<file path="src/rtl/uff_pkg.sv">
`default_nettype none
// ============================================================================
// Module  : uff_pkg
// Brief   : Mode encodings and per-bit next-state function for universal_ff_bank.
// Revision: 1.0
// ============================================================================
package uff_pkg;

    localparam logic [1:0] UFF_D  = 2'b00;
    localparam logic [1:0] UFF_T  = 2'b01;
    localparam logic [1:0] UFF_JK = 2'b10;
    localparam logic [1:0] UFF_SR = 2'b11;

    // An S=R=1 pair in SR mode holds the bit; the error is flagged separately.
    function automatic logic uff_next(
        input logic [1:0] mode,
        input logic       q,
        input logic       a,
        input logic       b
    );
        logic r;
        r = q;
        case (mode)
            UFF_D:   r = a;
            UFF_T:   r = q ^ a;
            UFF_JK:  r = (a & ~q) | (~b & q);
            UFF_SR:  r = (a & ~b) ? 1'b1 : ((~a & b) ? 1'b0 : q);
            default: r = q;
        endcase
        return r;
    endfunction

endpackage : uff_pkg
`default_nettype wire

</file>
<file path="src/rtl/uff_cell.sv">
`default_nettype none
// ============================================================================
// Module  : uff_cell
// Brief   : One flip-flop channel: next state and illegal-SR detection.
// Revision: 1.0
// ============================================================================
module uff_cell
    import uff_pkg::*;
(
    input  logic [1:0] mode,
    input  logic       q,
    input  logic       a,
    input  logic       b,
    output logic       next_q,
    output logic       illegal_sr
);

    assign next_q     = uff_next(mode, q, a, b);
    assign illegal_sr = (mode == UFF_SR) & a & b;

endmodule : uff_cell
`default_nettype wire

</file>
<file path="src/rtl/universal_ff_bank.sv">
`default_nettype none
// ============================================================================
// Module  : universal_ff_bank
// Brief   : WIDTH-bit bank of D/T/JK/SR flip-flops with enable, sticky SR
//           error flag, change pulse and optional saturating toggle counter
//           (enabled by macro UFF_TOGGLE_CNT_EN).
// Revision: 1.0
// ============================================================================
module universal_ff_bank
    import uff_pkg::*;
#(
    parameter int               WIDTH   = 8,
    parameter logic [WIDTH-1:0] RST_VAL = '0,
    parameter int               CNT_W   = 16
) (
    input  logic             clk,
    input  logic             rst,
    input  logic             en,
    input  logic [1:0]       mode,
    input  logic [WIDTH-1:0] a,
    input  logic [WIDTH-1:0] b,
    input  logic             clr_err,
    output logic [WIDTH-1:0] q,
    output logic [WIDTH-1:0] qn,
    output logic             q_chg,
`ifdef UFF_TOGGLE_CNT_EN
    output logic [CNT_W-1:0] toggle_cnt,
`endif
    output logic             sr_err
);

    logic [WIDTH-1:0] r_q;
    logic             r_q_chg;
    logic             r_sr_err;
    logic [WIDTH-1:0] w_next_q;
    logic [WIDTH-1:0] w_illegal;
    logic             w_sr_set;

    for (genvar gi = 0; gi < WIDTH; gi++) begin : g_cell
        uff_cell u_cell (
            .mode       (mode),
            .q          (r_q[gi]),
            .a          (a[gi]),
            .b          (b[gi]),
            .next_q     (w_next_q[gi]),
            .illegal_sr (w_illegal[gi])
        );
    end

    assign w_sr_set = en & (|w_illegal);

    always_ff @(posedge clk) begin
        if (rst) begin
            r_q      <= RST_VAL;
            r_q_chg  <= 1'b0;
            r_sr_err <= 1'b0;
        end else begin
            if (en) begin
                r_q <= w_next_q;
            end
            r_q_chg <= en & (w_next_q != r_q);
            // Set has priority over a simultaneous clear.
            if (w_sr_set) begin
                r_sr_err <= 1'b1;
            end else if (clr_err) begin
                r_sr_err <= 1'b0;
            end
        end
    end

`ifdef UFF_TOGGLE_CNT_EN
    localparam int PC_W  = $clog2(WIDTH + 1);
    localparam int SUM_W = ((CNT_W > PC_W) ? CNT_W : PC_W) + 1;
    localparam logic [SUM_W-1:0] c_cnt_max = SUM_W'({CNT_W{1'b1}});

    logic [CNT_W-1:0] r_cnt;
    logic [WIDTH-1:0] w_diff;
    logic [PC_W-1:0]  w_pc;
    logic [SUM_W-1:0] w_sum;

    assign w_diff = w_next_q ^ r_q;

    always_comb begin
        w_pc = '0;
        for (int i = 0; i < WIDTH; i++) begin
            w_pc = w_pc + PC_W'(w_diff[i]);
        end
    end

    assign w_sum = SUM_W'(r_cnt) + SUM_W'(w_pc);

    always_ff @(posedge clk) begin
        if (rst) begin
            r_cnt <= '0;
        end else if (en) begin
            r_cnt <= (w_sum > c_cnt_max) ? {CNT_W{1'b1}} : w_sum[CNT_W-1:0];
        end
    end

    assign toggle_cnt = r_cnt;
`endif

    assign q      = r_q;
    assign qn     = ~r_q;
    assign q_chg  = r_q_chg;
    assign sr_err = r_sr_err;

endmodule : universal_ff_bank
`default_nettype wire

</file>
<file path="config.mk">
export PLATFORM = sky130hd
export DESIGN_NAME = universal_ff_bank
export DESIGN_NICKNAME = d
export VERILOG_FILES = /design/src/rtl/uff_pkg.sv /design/src/rtl/uff_cell.sv /design/src/rtl/universal_ff_bank.sv
export SDC_FILE = /design/constraint.sdc
export NUM_CORES = 1
export LEC_CHECK = 0
export CAP_MARGIN = 20
export CORE_UTILIZATION = 41
export DETAILED_ROUTE_END_ITERATION = 10
export PLACE_DENSITY = 0.79
export SLEW_MARGIN = 20
export SYNTH_ARGS = -nofsm -noshare
export SYNTH_HDL_FRONTEND = slang
export SYNTH_HIERARCHICAL = 1
export SYNTH_SLANG_ARGS = --single-unit
</file>
<file path="constraint.sdc">
create_clock -name clk -period 1.8 [get_ports clk]
set_input_delay 0.36 -clock clk [delete_from_list [all_inputs] [get_ports clk]]
set_output_delay 0.36 -clock clk [all_outputs]
set_load 0.02 [all_outputs]
</file>
Yosys cells after proc, flatten, opt, wreduce, memory -nomap -nowiden
Cells that the tools add are included.

word-level totals
  output and inout port bits = 18
  register bits after elaboration = 10
  word-level logic and storage cells = 127
  input port bits = 22

operators by class
  muxes and demuxes = 26
  bitwise logic cells = 91
  equality and inequality tests = 4
  reductions and logical operators = 3

operators by type and width
  operator                                                         number
  1-bit AND                                                        50
  1-bit one-hot mux with 4 select lines                            8
  1-bit inverter                                                   24
  1-bit two-way mux                                                18
  8-bit != test                                                    1
  8-bit inverter                                                   1
  1-bit bitwise OR                                                 8
  8-bit OR reduction                                               1
  1-bit bitwise XOR                                                8
  2-bit == test, second input constant                             2
  2-bit by 1-bit == test with 1-bit output, second input constant  1
  2-bit logical NOT                                                1
  2-bit nonzero test                                               1

Logic depth before layout (Yosys ltp)
  depth in word-level cells = 7
  depth in mapped cells = 6
  gate-level depth less buffers = 6

Modules after synthesis
Netlist, hierarchy kept.

by module, submodules not included
  module             area an instance (sq um)  cells an instance  sequential area each (sq um)  instances
  universal_ff_bank  478.0                     53                 200.2                         1
  uff_cell           51.3                      10                 0.0                           8

Least setup slack after synthesis
OpenSTA, ideal clock, no wires.

  path kind = reg-to-reg
  start = register r_q[7], in the netlist q[7]
  end = register r_q_chg, in the netlist q_chg
  arrival = 1.363 ns
  path buffers = 0
  cell stages (with the launch flop) = 6
  setup time = 0.127 ns
  required time = 1.673 ns
  period minus slack after synthesis = 1.490 ns
  path slack = 0.310 ns
  path through = dfxtp_1 > a21oi_1 > a311oi_1 > xor2_1 > nor4_1 > a21oi_1

on the way
  word-level cells in the longest chain between the ends = 6
  elaborated cells between the ends (all ways) = 10
  those cells by class = eq/ne: 1; mux: 3; bitwise: 6

ends and longest elaborated chain
  element                                    RTL line                 RTL
  start: declaration                         universal_ff_bank.sv:32  logic [WIDTH-1:0] r_q;
  start signal: assignment                   universal_ff_bank.sv:59  r_q <= w_next_q;
  1-bit inverter                             uff_pkg.sv:26            UFF_JK: r = (a & ~q) | (~b & q);
  1-bit AND                                  uff_pkg.sv:26
  1-bit bitwise OR                           uff_pkg.sv:26
  1-bit one-hot mux with 4 select lines (*)  uff_pkg.sv:23            case (mode)
  net w_next_q[7]                            universal_ff_bank.sv:35  logic [WIDTH-1:0] w_next_q;
  8-bit != test (*)                          universal_ff_bank.sv:61  r_q_chg <= en & (w_next_q != r_q);
  1-bit AND (*)                              universal_ff_bank.sv:61
  end signal: assignment                     universal_ff_bank.sv:61
  end: declaration                           universal_ff_bank.sv:33  logic r_q_chg;

The timed path passes the listed nets; every way through them passes the cells marked *.
A chain may end at the register's enable or synchronous reset.

Final worst setup path
  start = input b[5]
  end = register r_q[5], in the netlist q[5]

on the way
  word-level cells in the longest chain between the ends = 4
  elaborated cells between the ends (all ways) = 8
  those cells by class = mux: 3; bitwise: 5

ends and longest elaborated chain
  element                                                       RTL line                      RTL
  start: declaration                                            universal_ff_bank.sv:21       input logic [WIDTH-1:0] b,
  1-bit AND / 1-bit inverter (equally long branches)            uff_pkg.sv:27, uff_pkg.sv:26
  1-bit two-way mux (tied with other cells)                     uff_pkg.sv:27                 UFF_SR: r = (a & ~b) ? 1'b1 : ((~a & b) ? 1'b0 : q);
  1-bit two-way mux / 1-bit bitwise OR (equally long branches)  uff_pkg.sv:27, uff_pkg.sv:26
  1-bit one-hot mux with 4 select lines (*)                     uff_pkg.sv:23
  net w_next_q[5]                                               universal_ff_bank.sv:35

Marks and branches as above.

==> results.sh <==
export IMPL_synth_top_area_share_pct=22.5
export IMPL_use_met2_pct=56.1
export IMPL_synthMuxAreaShare_pct=9.01
export IMPL_core_area_um2=2000
export IMPL_grt_busiest_layer="met2"
export IMPL_dp_hpwl_um=1860
export IMPL_worstPathRequired_ns=1.97
export IMPL_tns_ns=0
export IMPL_detail_route_iter0_violations=41
export IMPL_cts_tree="yes"
export IMPL_combPwrFrac_pct=45.2
export IMPL_multiInputGateArea_um2=682
export IMPL_synth_xor_area_share_pct=7.89
export IMPL_final_max_slew_violation_count=0
export IMPL_seq_area_um2=200
export IMPL_yosys_warnings=6
export IMPL_hold_viol=0
export IMPL_first_global_vias=1190
export IMPL_diodes=0
export IMPL_totalWireLength_um=3300
export IMPL_io_buffers=39
export IMPL_clock_sinks=10
export IMPL_die_area_um2=2360
export IMPL_period_minus_slack_ns=1.78
export IMPL_synth_compound_area_share_pct=23.1
export IMPL_die_x_um=48.5
export IMPL_drc=0
export IMPL_clock_skew_final_ns=0.0100
export IMPL_min_path_type="flop to flop"
export IMPL_power_density_nw_per_um2=532
export IMPL_synth_top_family_by_area="simple AND/OR/NAND/NOR gates"
export IMPL_synth_fa_ha_area_share_pct=0
export IMPL_setup_worst_path_class="primary input to flop"
export IMPL_finalCritPeriodShare_pct=98.7
export IMPL_leakage_uw=0.000790
export IMPL_fillers=131
export IMPL_h_tree_depth=1
export IMPL_syn_area_per_cell_um2=6.68
export IMPL_core_rowCount=16
export IMPL_numCtsBuffers=3
export IMPL_routed_via_density=5.44
export IMPL_final_cells=219
export IMPL_hold_buffers=0
export IMPL_synth_cells=133
export IMPL_start_util_pct=44.4
export IMPL_gp_congestion=0.739
export IMPL_setup_viol=0
export IMPL_grt_pass1_wl_um=5370
export IMPL_clkPwrFrac_pct=25.0
export IMPL_track_usage_pct=29.4
export IMPL_status="finished clean"
export IMPL_switching_share_pct=35.3
export IMPL_arrival_ns=1.95
export IMPL_internal_power_uw=571
export IMPL_avgRoutedWirePerCell_um=15.1
export IMPL_peakVddDrop_uv=417
export IMPL_synth_area_leaders="dfxtp_1, a21oi_1, inv_1"
export IMPL_clkLatencyLatePin_ns=0.28
export IMPL_synth_distinct_cells=17
export IMPL_cts_root_buf="clkbuf_4"
export IMPL_synth_seq_cells=10
export IMPL_grt_overflow=0
export IMPL_cp_end_kind="flop"
export IMPL_rsz0062_at_grt="yes"
export IMPL_seqPwrFrac_pct=29.8
export IMPL_fin_nets=215
export IMPL_vias=1191
export IMPL_max_freq_ghz=0.563
export IMPL_p_sw_uw=312
export IMPL_area_growth_pct=86.9
export IMPL_drtAntennaViolNets=0
export IMPL_fp_dieH_um=48.5
export IMPL_worst_slack_ns=0.0226
export IMPL_maxCapViolations=0
export IMPL_ys_seq_area_share_pct=22.5
export IMPL_grtUsageMet3_pct=4.40
export IMPL_start_kind="primary input"
export IMPL_use_met1_pct=31.7
export IMPL_drive_above_1_share_pct=21.9
export IMPL_clockBufferDepth=2
export IMPL_syn_cell_area_um2=888
export IMPL_relSlewSlack_pct=78.1
export IMPL_place_ws_ns=-0.541
export IMPL_antenna_found_initial=0
export IMPL_synth_top_area_cell="dfxtp_1"
export IMPL_p_total_uw=884
export IMPL_place_inst=207
export IMPL_tightest_slew_ns=0.329
export IMPL_cts_clk_slew_worst_paths_ns=0.09
export IMPL_worstPathMaxFanout=2
export IMPL_drtPass1Iterations=4
export IMPL_grt_max_degree=17
export IMPL_syn_nets=155
export IMPL_io_pins=40
export IMPL_synth_simple_gate_area_share_pct=26.3
==> per-layer routing <==
| metal | routed length, um | share of wire (%) |
|---|---|---|
| met1 | 1360 | 41 |
| met2 | 1650 | 50 |
| met3 | 199 | 6.0 |
| met4 | 95 | 2.9 |
| met5 | 0 | 0 |
==> metrics by stage <==
stage                     utilization, %  instance area (um^2)  hold slack [ns]
after floorplan                        -                   888            0.542
after global placement              70.1                  1400            0.466
after detailed placement            70.1                  1400            0.469
after CTS                           79.9                  1600            0.483
after global routing                82.9                  1660            0.517
final                               82.9                  1660            0.504
==> layout make-up <==
type                            count  share of cell area, %
Tap cell                           27                   2.03
Multi-Input combinational cell     97                   41.1
Inverter                           24                   5.43
Timing Repair Buffer               57                   37.2
Sequential cell                    10                   12.1
Clock buffer                        4                   2.19
==> placed cells by master (no fill, tap or decap), types with 8 or more instances in the layout <==
cell type and instances:
xor2_1 8, buf_4 14, a21oi_1 11, dlymetal6s2s_1 9, o21ai_0 8, dfxtp_1 10, or2_1 8, mux2i_1 8
nand3_1 14, nor2_1 16, clkdlybuf4s50_1 28, inv_1 24, a311oi_2 8
==> cells by family after synthesis <==
group           after synthesis
xor+xnor                      8
flops                        10
mux                           8
compound gates               35
buf+inv                      26
simple gates                 46
==> flip-flops by register name, indices dropped and copies added (netlist names) <==
name,cells
q,8
q_chg,1
sr_err,1
==> power groups by stage <==
stage / clock network [uW] / logic (uW) / registers (uW)
finish: 221 / 399 / 263
detailed placement: 0 / 320 / 267
floorplan: 0 / 134 / 282
global placement: 0 / 311 / 265
CTS: 224 / 381 / 262
global route: 232 / 422 / 267
==> critical path, cell delays in order <==
cell and delay, ns:
clkdlybuf4s50_1 0.52, nand3_2 0.11, a21oi_2 0.17, a311oi_2 0.07
buf_4 0.17, buf_4 0.13, buf_4 0.12, buf_4 0.12
mux2i_1 0.13, nor2_1 0.06
==> final timing paths <==
kind,startpoint,to,slack (ns),cells past startpoint
setup / recovery,b[5],q[5],0.02,10
hold / removal,sr_err,sr_err,0.50,2
setup reg to reg,q[5],q[5],0.05,9
hold reg to reg,sr_err,sr_err,0.50,2
==> synth_stat cells <==
library cell	count
inv_1	24
o21ai_0	8
xor2_1	8
mux2i_1	8
dfxtp_1	10
buf_2	1
or4_1	1
nor2_1	16
or4_4	1
nand3_1	16
o21ai_1	1
a21oi_1	18
or2_1	8
nand2b_1	2
nor4_1	2
a311oi_1	8
clkbuf_1	1
==> repair_timing <==
item	in CTS	in global routing
gates resized for setup	14	18
buffers inserted	4	2
cloned	2	0
hold endpoints to repair	0	0
endpoints found under the setup margin	2	6
pin swaps	6	11
Note: power is estimated with default switching activity, not from simulation.
